**src/rtl/fighter_hp_ctrl.sv**
```systemverilog
// Player-one health and input controller.
// Turns level-held keys and the opponent's hit overlap into one-frame requests
// for the character animation FSM, and keeps the health value shown on the bar.
//
// state    | meaning
// ---------+---------------------------------------------------------------
// ST_IDLE  | out of play; requests held at 0, hp frozen, keys and hits ignored
// ST_ALIVE | in play; keys and hits processed once per frame
// ST_DEAD  | hp reached 0; die held high until the round leaves play

module fighter_hp_ctrl #(
  parameter logic [7:0] HP_MAX       = 8'd100,
  parameter logic [7:0] DMG_HIT      = 8'd10,
  parameter logic [7:0] DMG_BLOCK    = 8'd2,
  parameter logic [7:0] HIT_COOLDOWN = 8'd12,
  parameter logic [7:0] PLAY_STATE   = 8'd1
) (
  input  logic       Clk,
  input  logic       Reset,
  input  logic       frame_clk,
  input  logic [7:0] game_state,
  input  logic       key_left,
  input  logic       key_right,
  input  logic       key_attack,
  input  logic       key_defend,
  input  logic       opp_hit,
  output logic       character1_move_l,
  output logic       character1_move_r,
  output logic       character1_attack,
  output logic       character1_defend,
  output logic       character1_hurt,
  output logic       character1_die,
  output logic [7:0] hp
);

  typedef enum logic [1:0] {
    ST_IDLE  = 2'd0,
    ST_ALIVE = 2'd1,
    ST_DEAD  = 2'd2
  } state_t;

  state_t     state, state_nxt;
  logic       armed;
  logic       frame_q, fe;
  logic       play_q, rs;
  logic       play_now;
  logic [7:0] cooldown, cooldown_nxt;
  logic [7:0] hp_nxt;
  logic [7:0] dmg;
  logic       atk_prev, atk_prev_nxt;
  logic       move_l_nxt, move_r_nxt, attack_nxt, defend_nxt, hurt_nxt, die_nxt;

  assign play_now = (game_state == PLAY_STATE);
  assign dmg      = key_defend ? DMG_BLOCK : DMG_HIT;

  // Registered edge detectors; 'armed' swallows the first cycle after reset so
  // levels already high at release are taken as history, not as new edges.
  always_ff @(posedge Clk or negedge Reset) begin
    if (!Reset) begin
      armed   <= 1'b0;
      frame_q <= 1'b0;
      fe      <= 1'b0;
      play_q  <= 1'b0;
      rs      <= 1'b0;
    end else begin
      armed   <= 1'b1;
      frame_q <= frame_clk;
      fe      <= armed & frame_clk & ~frame_q;
      play_q  <= play_now;
      rs      <= armed & play_now & ~play_q;
    end
  end

  // State, health, cooldown timer and request registers.
  always_ff @(posedge Clk or negedge Reset) begin
    if (!Reset) begin
      state             <= ST_IDLE;
      hp                <= HP_MAX;
      cooldown          <= 8'd0;
      atk_prev          <= 1'b0;
      character1_move_l <= 1'b0;
      character1_move_r <= 1'b0;
      character1_attack <= 1'b0;
      character1_defend <= 1'b0;
      character1_hurt   <= 1'b0;
      character1_die    <= 1'b0;
    end else begin
      state             <= state_nxt;
      hp                <= hp_nxt;
      cooldown          <= cooldown_nxt;
      atk_prev          <= atk_prev_nxt;
      character1_move_l <= move_l_nxt;
      character1_move_r <= move_r_nxt;
      character1_attack <= attack_nxt;
      character1_defend <= defend_nxt;
      character1_hurt   <= hurt_nxt;
      character1_die    <= die_nxt;
    end
  end

  // Next-state and per-frame request logic; restart outranks the frame tick.
  always_comb begin
    state_nxt    = state;
    hp_nxt       = hp;
    cooldown_nxt = cooldown;
    atk_prev_nxt = atk_prev;
    move_l_nxt   = character1_move_l;
    move_r_nxt   = character1_move_r;
    attack_nxt   = character1_attack;
    defend_nxt   = character1_defend;
    hurt_nxt     = character1_hurt;
    die_nxt      = character1_die;

    if (rs) begin
      state_nxt    = ST_ALIVE;
      hp_nxt       = HP_MAX;
      cooldown_nxt = 8'd0;
      atk_prev_nxt = 1'b0;
      move_l_nxt   = 1'b0;
      move_r_nxt   = 1'b0;
      attack_nxt   = 1'b0;
      defend_nxt   = 1'b0;
      hurt_nxt     = 1'b0;
      die_nxt      = 1'b0;
    end else if (fe) begin
      case (state)
        ST_IDLE: begin
          state_nxt = ST_IDLE;
        end
        ST_ALIVE, ST_DEAD: begin
          move_l_nxt = 1'b0;
          move_r_nxt = 1'b0;
          attack_nxt = 1'b0;
          defend_nxt = 1'b0;
          hurt_nxt   = 1'b0;
          die_nxt    = 1'b0;
          if (!play_now) begin
            state_nxt = ST_IDLE;
          end else if (state == ST_DEAD) begin
            die_nxt = 1'b1;
          end else begin
            move_l_nxt   = key_left & ~key_right;
            move_r_nxt   = key_right & ~key_left;
            defend_nxt   = key_defend;
            attack_nxt   = key_attack & ~atk_prev;
            atk_prev_nxt = key_attack;
            if (opp_hit && (cooldown == 8'd0)) begin
              hp_nxt       = (hp > dmg) ? (hp - dmg) : 8'd0;
              cooldown_nxt = HIT_COOLDOWN;
              if (hp_nxt == 8'd0) begin
                die_nxt   = 1'b1;
                state_nxt = ST_DEAD;
              end else begin
                hurt_nxt = ~key_defend;
              end
            end else if (cooldown != 8'd0) begin
              cooldown_nxt = cooldown - 8'd1;
            end
          end
        end
        default: begin
          state_nxt = ST_IDLE;
        end
      endcase
    end
  end

endmodule
```
**config.mk**
```make
export PLATFORM = sky130hd
export DESIGN_NAME = fighter_hp_ctrl
export DESIGN_NICKNAME = d
export VERILOG_FILES = /design/src/rtl/fighter_hp_ctrl.sv
export SDC_FILE = /design/constraint.sdc
export NUM_CORES = 1
export LEC_CHECK = 0
export ABC_AREA = 1
export CORE_MARGIN = 3
export CORE_UTILIZATION = 56
export CTS_CLUSTER_SIZE = 8
export DETAILED_ROUTE_END_ITERATION = 8
export PLACE_DENSITY_LB_ADDON = 0.2
export SLEW_MARGIN = 20
export SYNTH_ARGS = -nofsm -noshare
export SYNTH_HDL_FRONTEND = slang
export SYNTH_SLANG_ARGS = --single-unit
```
**constraint.sdc**
```tcl
create_clock -name Clk -period 4.71 [get_ports Clk]
set_input_delay 0.7065 -clock Clk [delete_from_list [all_inputs] [get_ports Clk]]
set_output_delay 0.7065 -clock Clk [all_outputs]
set_load 0.05 [all_outputs]
```
# ---- Yosys cells after proc, flatten, opt, wreduce, memory -nomap -nowiden
# Index checks and enable logic that the tools add are counted.
dict set report totals {
  reg_bits 30
  latchBits 0
  ramBits 0
  romBits 0
  out_inout_bits 14
  n_memories 0
}
dict set report classes {
  addsub 2
  n_mul 0
  div 0
  magnitude_cmp 1
  n_eq_ne 7
  shift 0
  muxes 61
  bitwise_logic 13
  n_reduce_logical 15
}
# cell count
set op_table {}
lappend op_table {{8-bit 2-to-1 mux} 14}
lappend op_table {{1-bit 2-to-1 mux} 39}
lappend op_table {{8-bit logical NOT} 2}
lappend op_table {{2-bit 2-to-1 mux} 7}
lappend op_table {{4-bit != test (second input constant)} 3}
lappend op_table {{5-bit AND reduction} 2}
lappend op_table {{8-bit by 1-bit equality test with 1-bit output (second input constant)} 1}
lappend op_table {{8-bit by 4-bit > comparator with 1-bit output} 1}
lappend op_table {{4-bit AND reduction} 2}
lappend op_table {{2-bit nonzero test} 4}
lappend op_table {{8-bit nonzero test} 1}
lappend op_table {{8-bit by 1-bit subtractor with 8-bit output (second input constant)} 1}
lappend op_table {{8-bit by 4-bit subtractor with 8-bit output} 1}
lappend op_table {{1-bit AND} 7}
lappend op_table {{1-bit inverter} 6}
lappend op_table {{4-bit 2-to-1 mux} 1}
lappend op_table {{3-bit nonzero test} 1}
lappend op_table {{2-bit by 1-bit equality test with 1-bit output (second input constant)} 1}
lappend op_table {{2-bit equality test (second input constant)} 1}
lappend op_table {{2-bit != test (second input constant)} 1}
lappend op_table {{2-bit AND reduction} 1}
lappend op_table {{2-bit OR reduction} 1}
lappend op_table {{1-bit logical AND} 1}

# ---- Longest topological paths before layout
dict set report logic_depth {
  word_depth 11
  depth_mapped 15
}

# ---- Worst setup path before layout
# OpenSTA, ideal clock, no wires.
dict set report synth_timing {
  kind {input-to-reg}
  start {input port key_defend}
  end {register state[0]}
  t_arrival_ns 1.881
  setup_slack_ns 2.706
  cell_stages 11
  n_path_buf 0
  path_cell_list {ha_1 o21ai_2 nand2_1 nand2_1 nand2_2 nand2_1 nand2_1 nor2_1 nand4_1 nand3_1 nand2_1}
}
dict set report synth_via {
  elab_chain_len 6
  word_cells_on_any_way 7
  cone_classes {add/sub: 1; order compare: 1; eq/ne: 1; mux: 2; reduce/logical: 2}
}
# element line_no
set synth_rtl {}
lappend synth_rtl {{start: declaration} 25} ;# input logic key_defend,
lappend synth_rtl {{4-bit 2-to-1 mux *} 54} ;# assign dmg = key_defend ? DMG_BLOCK : DMG_HIT;
lappend synth_rtl {{8-bit by 4-bit subtractor with 8-bit output or 8-bit by 4-bit > comparator with 1-bit output (tied branches)} 148} ;# hp_nxt = (hp > dmg) ? (hp - dmg) : 8'd0;
lappend synth_rtl {{8-bit 2-to-1 mux *} 148}
lappend synth_rtl {{8-bit logical NOT *} 150} ;# if (hp_nxt == 8'd0) begin
lappend synth_rtl {{4-bit != test (no source line) *} --}
lappend synth_rtl {{4-bit AND reduction (no source line) *} --}
lappend synth_rtl {{end signal: assignment} 88} ;# state <= state_nxt;
lappend synth_rtl {{end: declaration} 42} ;# state_t state, state_nxt;
# Mark *: on every way between the ends. The rest lies on a longest branch, timed or not.
# A chain may end at the register's enable or synchronous reset.

# ---- Final worst setup path
dict set report layout_timing {
  start {register hp[5]}
  end {output port hp[5]}
}
# element line_no
set layout_lines {}
lappend layout_lines {{start: declaration} 33} ;# output logic [7:0] hp
lappend layout_lines {{start signal: assignment} 89} ;# hp <= hp_nxt;
# No word-level cell between the ends.

==> metrics.md <==
| Metric | Value |
|---|---|
| Crit-path max cell delay | 810 ps |
| Gr ovfl total | 0 |
| Number of synthesized register bits | 30 |
| Top-count cell post-synth | nand2_1 |
| Max-slew violations | 0 |
| Worst Setup Start Kind | register |
| Gpl congestion | 0.914 |
| Reg area | 754 um^2 |
| Largest net degree at the start of global routing | 31 |
| Clk_skew | 7.55 ps |
| Skew-Pair Late Insertion Delay | between 300 and 400 ps |
| Post CTS Setup Buffer Count | 0 |
| Share of layout cells above drive strength 1 | 10.4% |
| Relative slew slack | 55.9% |
| H-Tree Depth | 2 |
| Peak VDD IR | between 200 and 250 uV |
| Placed cells | 273 |
| Maximum root-to-sink buffer count | 2 |
| Ys flop type | dfrtp_1 |
| Setup CP Type | reg -> out |
| Gr usage total | 22.3% |
| CTS Sinks | 30 |
| Maxcap violations | 0 |
| FF-to-FF End | state[0] |
| Routed wire per std cell | 12.6 um |
| Setup TNS Final | 0 ps |
| Worst path bufs/invs | 1 |
| WP data required | 4000 ps |
| R2R Setup Slk | 2830 ps |
| Worst path cell trace | clkdlybuf4s50_1 |
| Total wire length | 3550 um |
| PD cells | around 310 nW/um^2 |
| Die X | between 60 and 70 um |
| Final nets | 270 |
| Synth Warn # | 0 |
| Area delta synth->final | 24.4% |
| Post-Layout Cell Count | 281 |
| WP data arrival | 1740 ps |
| Hold Crit Class | reg -> reg |
| Status | finished, final reports clean |
| Via Count | 1,480 |
| Row count | 19 |
| CTS tree | done |
| ANT cells | 0 |
| Netlist cell types | 32 |
| Final Setup Violations | 0 |
| Crit path max-delay family | buffers and inverters |
| Launch point of the worst reg-to-reg path | hp[3] |
| Clock transition at path regs | roughly 100 ps |
| Core Box Area | 2830 um^2 |
| Mapped Cells | about 210 |
| Largest fanout on the critical path | 5 |
| Area of the multi-input gates | about 800 um^2 |
| Hold EP | rs |
| Hold_sp | play_q |
| Vias in the first global route | around 1,500 |
| EDFF count, synth | 0 |
| Slowest CP cell | clkdlybuf4s50_1 |
| Post-synth top cells | 53 x nand2_1, 33 x inv_1, 27 x dfrtp_1, 19 x nor2_1, 16 x nand3_1 |
| Die area | 3730 um^2 |
| Via-to-Cell Ratio | about 5.3 |
| Synthesized Nets | 233 |
| Fraction of synthesized cell area taken by the top area cell type | ~40% |
| Hold Path Stages | 1 |
| First-pass GRT wire length | 6070 um |
| Chip height | 61.0 um |
| Antenna violations before repair | 0 |
| ANT nets after route | 0 |
| Async SR Flop Fraction | 100% |
| Synth area leader | dfrtp_1 |
| Overall power | between 600 and 700 uW |
| Port Buffers | 29 |
| Mapped Avg Cell Area | 8.00 um^2 |
| CTS buffer count | 5 |
| First-pass iteration count of the detailed router | 4 |
| Netlist Area Pre-Place | around 1700 um^2 |
| Largest regs | cooldown: 8 flops, hp: 8 flops, state: 2 flops |
| R2R cell count | 11 |
| DRC violations left | 0 |
| Worst slew pin tran | 662 ps |
| Leak Pwr | 1.05 nW |
| Placed wire-length estimate | approximately 2700 um |
| Hold Fails Final Rpt | 0 |
| I/O Pins | 30 |
| Tcrit/Tclk final | 52.0% |
| Initial DRC Count | 149 |
| # hold bufs at CTS | 0 |
| Minimum clock period | 2450 ps |
| Fmax | 0.408 GHz |
| RSZ-0062 raised after global routing | false |
| FILL cells | ~220 |
| Initial Util | 60.0% |
| CP Capture Type | output pin |
| Resize count post-CTS | 0 |
| Register area share after synthesis | 44.5% |
| Top cells by area, synth | dfrtp_1 40%, nand2_1 12%, inv_1 7.3%, nand3_1 4.7%, dfstp_2 4.6% |
| CTS Root Cell | clkbuf_4 |
==> power by group <==
part	total [mW]	switching (mW)	internal [mW]
registers	0.298	0.0164	0.282
logic	0.164	0.101	0.0635
clock network	0.201	0.0910	0.110
==> metal layers <==
| metal | vias to the layer above | global-route usage (%) | share of wire [%] |
|---|---|---|---|
| met5 | - | 0 | 0 |
| met4 | 0 | 8.98 | 1.5 |
| met3 | 7 | 7.55 | 5.2 |
| met2 | 41 | 36.6 | 48 |
| met1 | 674 | 27.0 | 45 |
| li1 | 758 | - | - |
==> layout by cell type (no fill, tap or decap), types with 3 or more instances in the layout <==
| master | Yosys | final |
|---|---|---|
| a21oi_1 | 4 | 4 |
| clkbuf_4 | 0 | 5 |
| clkdlybuf4s50_1 | 0 | 29 |
| dfrtp_1 | 27 | 27 |
| dfstp_2 | 3 | 3 |
| ha_1 | 5 | 5 |
| inv_1 | 33 | 33 |
| nand2_1 | 53 | 53 |
| nand3_1 | 16 | 16 |
| nand4_1 | 7 | 7 |
| nor2_1 | 19 | 19 |
| nor3_1 | 5 | 5 |
| o21ai_0 | 3 | 3 |
| o21ai_1 | 5 | 5 |
| o22ai_1 | 4 | 4 |
| xor2_1 | 5 | 5 |
==> worst max path at each step <==
stage,start,cells past startpoint,slack [ps],end
2_1_floorplan,key_defend,11,2710,state[0]
4_1_cts,hp[5],1,2260,hp[5]
5_1_grt,key_defend,12,2190,state[0]
6_report,hp[5],1,2260,hp[5]
3_5_place_dp,key_defend,12,2060,state[0]
3_3_place_gp,key_defend,12,2120,state[0]
==> area by class of cell <==
class                   count  share of cell area [%]
flip-flops and latches     30                    35.7
repair buffers             30                    14.1
multi-input cells         146                    38.1
clock buffers               5                    1.78
clock inverters             3                    1.90
well taps                  31                    1.84
inverters                  36                    6.52
==> stage by stage <==
stage	util [%]	setup WS [ps]	hold WS, ps	cell area (um^2)
after CTS	74.6	2260	405	2110
after global routing	74.6	2190	411	2110
after global placement	71.9	2120	381	2030
after floorplan	-	2710	377	1700
after detailed placement	71.9	2060	391	2030
final	74.6	2260	404	2110
==> cell families (layout without fill, tap and decap cells) <==
logic type | Yosys count | in the layout | share of synthesized area [%]
buf+inv | 36 | 74 | 8.11
other cells | 1 | 1 | 0.221
simple gates | 112 | 112 | 32.1
xor+xnor | 6 | 6 | 3.10
compound gates | 22 | 22 | 8.33
fa+ha+maj | 5 | 5 | 3.69
flops | 30 | 30 | 44.5
(Power assumes the default switching activity.)
